File: config.mk
export PLATFORM = sky130hd
export DESIGN_NAME = instruction_fetch_unit
export DESIGN_NICKNAME = d
export VERILOG_FILES = /design/src/rtl/instruction_fetch_unit.sv
export SDC_FILE = /design/constraint.sdc
export NUM_CORES = 1
export LEC_CHECK = 0
export CORE_MARGIN = 2
export CORE_UTILIZATION = 54
export CTS_CLUSTER_SIZE = 12
export DETAILED_ROUTE_END_ITERATION = 16
export PLACE_DENSITY_LB_ADDON = 0.3
export SKIP_CTS_REPAIR_TIMING = 1
export SLEW_MARGIN = 40
export SYNTH_ARGS = -nofsm -noshare
export SYNTH_HDL_FRONTEND = slang
export SYNTH_SLANG_ARGS = --single-unit
File: constraint.sdc
create_clock -name clk -period 11 [get_ports clk]
set_clock_uncertainty 0.2 [all_clocks]
set_input_delay 2.2 -clock clk [delete_from_list [all_inputs] [get_ports clk]]
set_output_delay 2.2 -clock clk [all_outputs]
set_load 0.03 [all_outputs]
File: src/rtl/instruction_fetch_unit.sv
// Purpose: front-end fetch stage; owns the PC and one outstanding imem request, and feeds decode from a registered output.
// Latency: one instruction every 2 cycles at best (request cycle, response cycle); output is registered.
// Backpressure: stall_fetch holds the output register; a single skid entry absorbs one in-flight response.
//
// Ports: clk/reset (async, active-high); load/pc_in redirect from the flow controller;
//   stall_fetch from decode; imem_req/imem_addr/imem_ready request channel;
//   imem_rvalid/imem_rdata response channel; fetch_valid/fetch_instruction/fetch_pc
//   to decode; instruction_memory_busy (= !fetch_valid) back to the flow controller.
// Optional: define FETCH_ADDR_ERROR_EN to add fetch_addr_error and trap misaligned redirects.
module instruction_fetch_unit #(
  parameter logic [31:0] RESET_PC = 32'hBFC0_0000
) (
  input  logic        clk,
  input  logic        reset,
  input  logic        load,
  input  logic [31:0] pc_in,
  input  logic        stall_fetch,
  output logic        imem_req,
  output logic [31:0] imem_addr,
  input  logic        imem_ready,
  input  logic        imem_rvalid,
  input  logic [31:0] imem_rdata,
  output logic        fetch_valid,
  output logic [31:0] fetch_instruction,
  output logic [31:0] fetch_pc,
  output logic        instruction_memory_busy
`ifdef FETCH_ADDR_ERROR_EN
  , output logic      fetch_addr_error
`endif
);

  typedef enum logic [1:0] {S_REQ, S_WAIT, S_DROP} state_t;

  state_t      state_q, state_d;
  logic [31:0] pc_q, pc_d;
  logic        skid_vld_q, skid_vld_d;
  logic [31:0] skid_instr_q, skid_instr_d;
  logic [31:0] skid_pc_q, skid_pc_d;
  logic        fv_q, fv_d;
  logic [31:0] fi_q, fi_d;
  logic [31:0] fpc_q, fpc_d;
  logic        halt;

`ifdef FETCH_ADDR_ERROR_EN
  // halt_q: parked after a misaligned redirect until the next load.
  // err_owed_q: the error pseudo-instruction still has to reach the output register.
  logic halt_q, halt_d;
  logic err_owed_q, err_owed_d;
  logic err_q, err_d;
  assign halt             = halt_q;
  assign fetch_addr_error = err_q;
  // pc_q holds the raw misaligned target while halted; never present it to memory.
  assign imem_addr        = {pc_q[31:2], 2'b00};
`else
  logic unused_pc_in_lsbs;
  assign unused_pc_in_lsbs = ^pc_in[1:0];
  assign halt              = 1'b0;
  assign imem_addr         = pc_q;
`endif

  logic consume, slot_free, accept, resp;

  assign consume   = fv_q & ~stall_fetch;
  assign slot_free = ~fv_q | consume;
  // No new request while a skid entry is parked: keeps at most one response unplaced.
  assign imem_req  = ~reset & (state_q == S_REQ) & ~skid_vld_q & ~halt;
  assign accept    = imem_req & imem_ready;
  assign resp      = (state_q == S_WAIT) & imem_rvalid;

  assign fetch_valid             = fv_q;
  assign fetch_instruction       = fi_q;
  assign fetch_pc                = fpc_q;
  assign instruction_memory_busy = ~fv_q;

  always_comb begin
    state_d      = state_q;
    pc_d         = pc_q;
    skid_vld_d   = skid_vld_q;
    skid_instr_d = skid_instr_q;
    skid_pc_d    = skid_pc_q;
    fv_d         = fv_q;
    fi_d         = fi_q;
    fpc_d        = fpc_q;
`ifdef FETCH_ADDR_ERROR_EN
    halt_d       = halt_q;
    err_owed_d   = err_owed_q;
    err_d        = err_q;
`endif
    if (load) begin
      pc_d       = {pc_in[31:2], 2'b00};
      skid_vld_d = 1'b0;
      // A stalled decode still owns the current output; otherwise it leaves this cycle.
      if (!stall_fetch) fv_d = 1'b0;
      // Any request already accepted must have its response absorbed in S_DROP.
      unique case (state_q)
        S_REQ:   state_d = accept ? S_DROP : S_REQ;
        S_WAIT:  state_d = imem_rvalid ? S_REQ : S_DROP;
        default: state_d = imem_rvalid ? S_REQ : S_DROP;
      endcase
`ifdef FETCH_ADDR_ERROR_EN
      if (pc_in[1:0] != 2'b00) begin
        pc_d       = pc_in;
        halt_d     = 1'b1;
        err_owed_d = 1'b1;
      end else begin
        halt_d     = 1'b0;
        err_owed_d = 1'b0;
      end
`endif
    end else begin
      if (skid_vld_q && slot_free) begin
        fv_d  = 1'b1;
        fi_d  = skid_instr_q;
        fpc_d = skid_pc_q;
`ifdef FETCH_ADDR_ERROR_EN
        err_d = 1'b0;
`endif
        // A response landing while the skid drains goes behind it to keep order.
        if (resp) begin
          skid_instr_d = imem_rdata;
          skid_pc_d    = pc_q;
        end else begin
          skid_vld_d   = 1'b0;
        end
      end else if (resp) begin
        if (slot_free) begin
          fv_d  = 1'b1;
          fi_d  = imem_rdata;
          fpc_d = pc_q;
`ifdef FETCH_ADDR_ERROR_EN
          err_d = 1'b0;
`endif
        end else begin
          skid_vld_d   = 1'b1;
          skid_instr_d = imem_rdata;
          skid_pc_d    = pc_q;
        end
`ifdef FETCH_ADDR_ERROR_EN
      end else if (err_owed_q && slot_free) begin
        fv_d       = 1'b1;
        fi_d       = 32'h0;
        fpc_d      = pc_q;
        err_d      = 1'b1;
        err_owed_d = 1'b0;
`endif
      end else if (consume) begin
        fv_d = 1'b0;
      end

      unique case (state_q)
        S_REQ:   if (accept) state_d = S_WAIT;
        S_WAIT:  if (imem_rvalid) begin
                   pc_d    = pc_q + 32'd4;
                   state_d = S_REQ;
                 end
        default: if (imem_rvalid) state_d = S_REQ;
      endcase
    end
  end

  always_ff @(posedge clk or posedge reset) begin
    if (reset) begin
      state_q      <= S_REQ;
      pc_q         <= RESET_PC;
      skid_vld_q   <= 1'b0;
      skid_instr_q <= 32'h0;
      skid_pc_q    <= 32'h0;
      fv_q         <= 1'b0;
      fi_q         <= 32'h0;
      fpc_q        <= 32'h0;
`ifdef FETCH_ADDR_ERROR_EN
      halt_q       <= 1'b0;
      err_owed_q   <= 1'b0;
      err_q        <= 1'b0;
`endif
    end else begin
      state_q      <= state_d;
      pc_q         <= pc_d;
      skid_vld_q   <= skid_vld_d;
      skid_instr_q <= skid_instr_d;
      skid_pc_q    <= skid_pc_d;
      fv_q         <= fv_d;
      fi_q         <= fi_d;
      fpc_q        <= fpc_d;
`ifdef FETCH_ADDR_ERROR_EN
      halt_q       <= halt_d;
      err_owed_q   <= err_owed_d;
      err_q        <= err_d;
`endif
    end
  end

endmodule

==> After elaboration in Yosys (flattened, before gate mapping) <==
Index checks and enable logic that the tools add are counted.
{ "word_totals": {"inputBits": 70, "word_cells": 77, "mem_bits_ro": 0, "ff_bits": 164, "latchBits": 0, "mem_count": 0, "ramBits": 0} }
{ "op_classes": {"shift": 0, "mux": 35, "add_sub_neg": 1, "eq_ne": 7, "magnitude_cmp": 0, "n_reduce_logical": 15, "bitwise_logic": 11, "mul": 0, "div": 0} }
{ "ops": {"columns": ["op", "count"], "rows": [
  ["32-bit two-way mux", 17],
  ["32-bit by 3-bit adder with 32-bit output (second input constant)", 1],
  ["2-bit two-way mux", 7],
  ["3-bit AND reduction", 4],
  ["1-bit two-way mux", 11],
  ["2-bit nonzero test", 4],
  ["3-bit != test (second input constant)", 2],
  ["3-bit nonzero test", 2],
  ["1-bit bitwise AND", 5],
  ["1-bit NOT", 5],
  ["4-bit by 3-bit != test with 1-bit output (second input constant)", 1],
  ["2-bit AND reduction", 2],
  ["4-bit nonzero test", 1],
  ["3-bit by 2-bit != test with 1-bit output (second input constant)", 1],
  ["2-bit by 1-bit equality test with 1-bit output (second input constant)", 1],
  ["2-bit zero test", 1],
  ["2-bit by 1-bit != test with 1-bit output (second input constant)", 1],
  ["2-bit != test (second input constant)", 1],
  ["1-bit logical AND", 1],
  ["1-bit bitwise OR", 1]
]} }

==> Depth between registers and ports, before layout <==
{ "logic_depth": {"depth_word": 7, "mapped_depth": 7, "depth_no_buf": 5} }

==> Worst setup path after synthesis <==
OpenSTA, ideal clock, no wires.
{ "synth_timing": {"kind": "input -> output", "start": "input reset", "end": "output imem_req", "slack_ns": 5.366, "arrival_time_ns": 3.234, "n_path_buf": 0, "cell_stages": 1, "cell_sequence": "nor4_1"} }
{ "synth_via": {"elab_chain_len": 3} }
{ "synth_rtl": {"columns": ["item", "line_no", "text"], "rows": [
  ["start: declaration", "14", "input logic reset,"],
  ["1-bit NOT", "66", "assign imem_req = ~reset & (state_q == S_REQ) & ~skid_vld_q & ~halt;"],
  ["1-bit bitwise AND (2 in a row)", "66", null],
  ["end: declaration", "18", "output logic imem_req,"]
]} }
No other way between the ends.

==> Final worst setup path <==
Same ends and word-level chain as after synthesis.

==> metrics.csv <==
metric,value,unit
dieArea,0.0143,mm^2
dr.pass1.iters,4,
synth_top_family_by_area,multiplexers,
clock_sinks,158,
synth_fa_ha_area_frac,0.00173,
critical-path-slowest-cell,clkdlybuf4s50_1,
reg2reg_depth,5,
ys_warn_count,0,
synth_area_per_cell,11.3,um^2
synth_compound_area_frac,0.0976,
synth-edff-count,0,
pre_cts_slack,4.79,ns
irDropWorstVdd,0.0954,mV
holdWs,0.281,ns
totalPowerFinal,1.83,mW
min_path_cells,2,
finalCriticalPeriod,6.26,ns
p_per_area,193,mW/mm^2
fp.dieH,120,um
critPathRequiredTime,8.60,ns
critPathMaxFanout,3,
antennaDiodeCount,0,
critPathArrivalTime,3.86,ns
grt_use_total,0.238,
p_int,1.24,mW
pin_count,169,
vias,5550,
fin_nets,855,
synthTopCellsByArea,"dfrtp_1, mux2_2, mux2i_1",
final_hold_viol_count,0,
h-tree-depth,4,
fillCellCount,931,
worstSetupPathType,input port to primary output,
start_util,0.550,
clockRootBuffer,clkbuf_16,
area_growth,31.4,%
synth-simple-area-share,0.121,
overflow,0,
hold_end,fetch_instruction[17],
postRouteAntennaNets,0,
synthXorXnorAreaFrac,0.0121,
dpl_cell_area,0.00893,mm^2
yosysUniqueCellTypes,49,
finalSetupTns,0,ns
fin_crit_sh,0.570,
drt_iter0_drc,452,
drv_cap,0,
synthFlopType,dfrtp_1,
port_buffers,162,
synth_most_common_cell,dfrtp_1,
synth_common_cells,"dfrtp_1, nand2_1, o21ai_0, mux2_2, mux2i_1",
rsz0062_at_grt,no,
maxSlewHeadroom,0.474,
comb_power_share,0.283,
power_switching,591,uW
dp_cells,941,
final-max-slew-violation-count,0,
ys_seq_area_frac,0.548,
power_frac_clock,0.309,
p_leak,4.04,nW
dp_hpwl,11100,um
crit_path_end_kind,primary output,
cts_tree,built,
totalWireLength,16700,um
grt_max_degree,125,
drive_gt1_frac,0.142,
tightest_slew,0.789,ns
post_drt_wl_per_cell,17.2,um
grt_pass1_wl,26700,um
layout.cells.non_filler,971,
antenna_found_initial,0,
max_clock_freq,160,MHz
yosys.area.top_type,dfrtp_1,
core_area,0.0131,mm^2
yosys.area.top_type_share,0.516,
synth_mux_area_frac,0.180,
cts.clk_slew.worst_paths,0.06,ns
holdCritStartpoint,fetch_instruction[17],
gp_congestion,0.845,
die_w,120,um
setup_violations,0,
ys_ff_latch,158,
cp_slowest_stage_delay,0.77,ns
r2r-end,skid_instr_q[15],
start_kind,input port,
reg2reg_slack,8.56,ns
stdcell_area,0.00950,mm^2
via_per_inst,5.72,
synthCells,642,
outcome,completed,
crit_top_cell,clkdlybuf4s50_1,
grt_pass1_vias,5461,
path_cells,clkdlybuf4s50_1 > nor4_1 > clkdlybuf4s50_1,
timing.final.ws_setup,4.74,ns
syn_area,0.00723,mm^2
hold_class,flop to flop,
fin_util,0.723,
rows,42,
drc,0,
insertion_delay,0.43,ns
cts_buffers,17,
r2r_start,state_q[1],
clk_path_buf_depth,2,
switching_share,0.322,
synthArstFlopShare,1.00,
power_frac_seq,0.408,
layout by cell type, fill, tap and decap left out, types with 2 or more instances in the layout:
master	netlist	final
clkdlybuf4s50_1	0	162
dfrtp_1	149	149
nand2_1	86	86
o21ai_0	72	72
mux2_2	62	62
mux2i_1	60	60
clkbuf_16	0	17
nor2_1	14	14
nand3_1	13	13
or4_1	13	13
nand4_1	12	12
a31oi_1	12	12
o31ai_1	11	11
a21oi_1	11	11
dfstp_2	9	9
xor2_1	7	7
o31a_1	6	6
nor4_1	5	5
o21ai_1	5	5
and4_1	4	4
and3_1	4	4
nand2b_1	4	4
inv_1	5	4
nor2b_1	4	4
conb_1	1	4
clkinv_2	0	4
and2_1	4	3
xnor2_1	3	3
clkbuf_1	14	3
clkbuf_8	0	3
buf_6	2	3
bufinv_16	0	2
cell families (layout without fill, tap and decap cells):
family | after synthesis | count (layout)
AND/OR/NAND/NOR | 173 | 173
flip-flops | 158 | 158
AO/OA/AOI/OAI | 123 | 123
multiplexers | 122 | 122
buffers and inverters | 54 | 204
XOR/XNOR | 10 | 10
adder cells (fa/ha/maj) | 1 | 1
other | 1 | 4
worst max-delay path: cells and delay by family:
family	cells	cell delay [ns]
buffers and inverters	2	1.28
AND/OR/NAND/NOR	1	0.39
power by group through the flow:
stage | Clock (mW) | Sequential [mW] | Combinational, mW
2_1_floorplan | 0 | 0.919 | 0.107
3_3_place_gp | 0 | 0.751 | 0.509
3_5_place_dp | 0 | 0.757 | 0.521
4_1_cts | 0.576 | 0.748 | 0.523
5_1_grt | 0.601 | 0.759 | 0.552
6_report | 0.567 | 0.748 | 0.518
sequential cells by signal, summed over array words and instances (netlist names):
register / flops
fetch_instruction: 32
fetch_pc: 30
fetch_valid: 1
imem_addr: 30
skid_instr_q: 32
skid_pc_q: 30
skid_vld_q: 1
state_q: 2
layer usage:
metal	share of wire	global-route usage	up-vias	wire length (um)
met1	0.44	0.316	2716	7300
li1	-	-	2579	-
met5	0	0	-	0
met2	0.48	0.379	219	8000
met3	0.061	0.0523	36	1020
met4	0.022	0.102	0	365
final cells by class:
| class | instances | area, um^2 | area share |
|---|---|---|---|
| multi-input cells | 433 | 3010 | 0.317 |
| well taps | 176 | 220 | 0.0232 |
| repair buffers | 168 | 1710 | 0.180 |
| clock buffers | 23 | 478 | 0.0503 |
| inverters | 6 | 30.0 | 0.00316 |
| clock inverters | 7 | 87.6 | 0.00922 |
| flip-flops and latches | 158 | 3970 | 0.417 |
worst max path at each step:
stage                from              endpoint  slack (ns)  depth (start not counted)
finish              reset              imem_req        4.74                          3
global route        reset              imem_req        4.68                          3
CTS                 reset              imem_req        4.77                          3
detailed placement  reset              imem_req        4.79                          3
global placement    reset              imem_req        4.80                          3
floorplan           reset  fetch_instruction[0]        4.35                          1
Note: power is estimated with default switching activity, not from simulation.
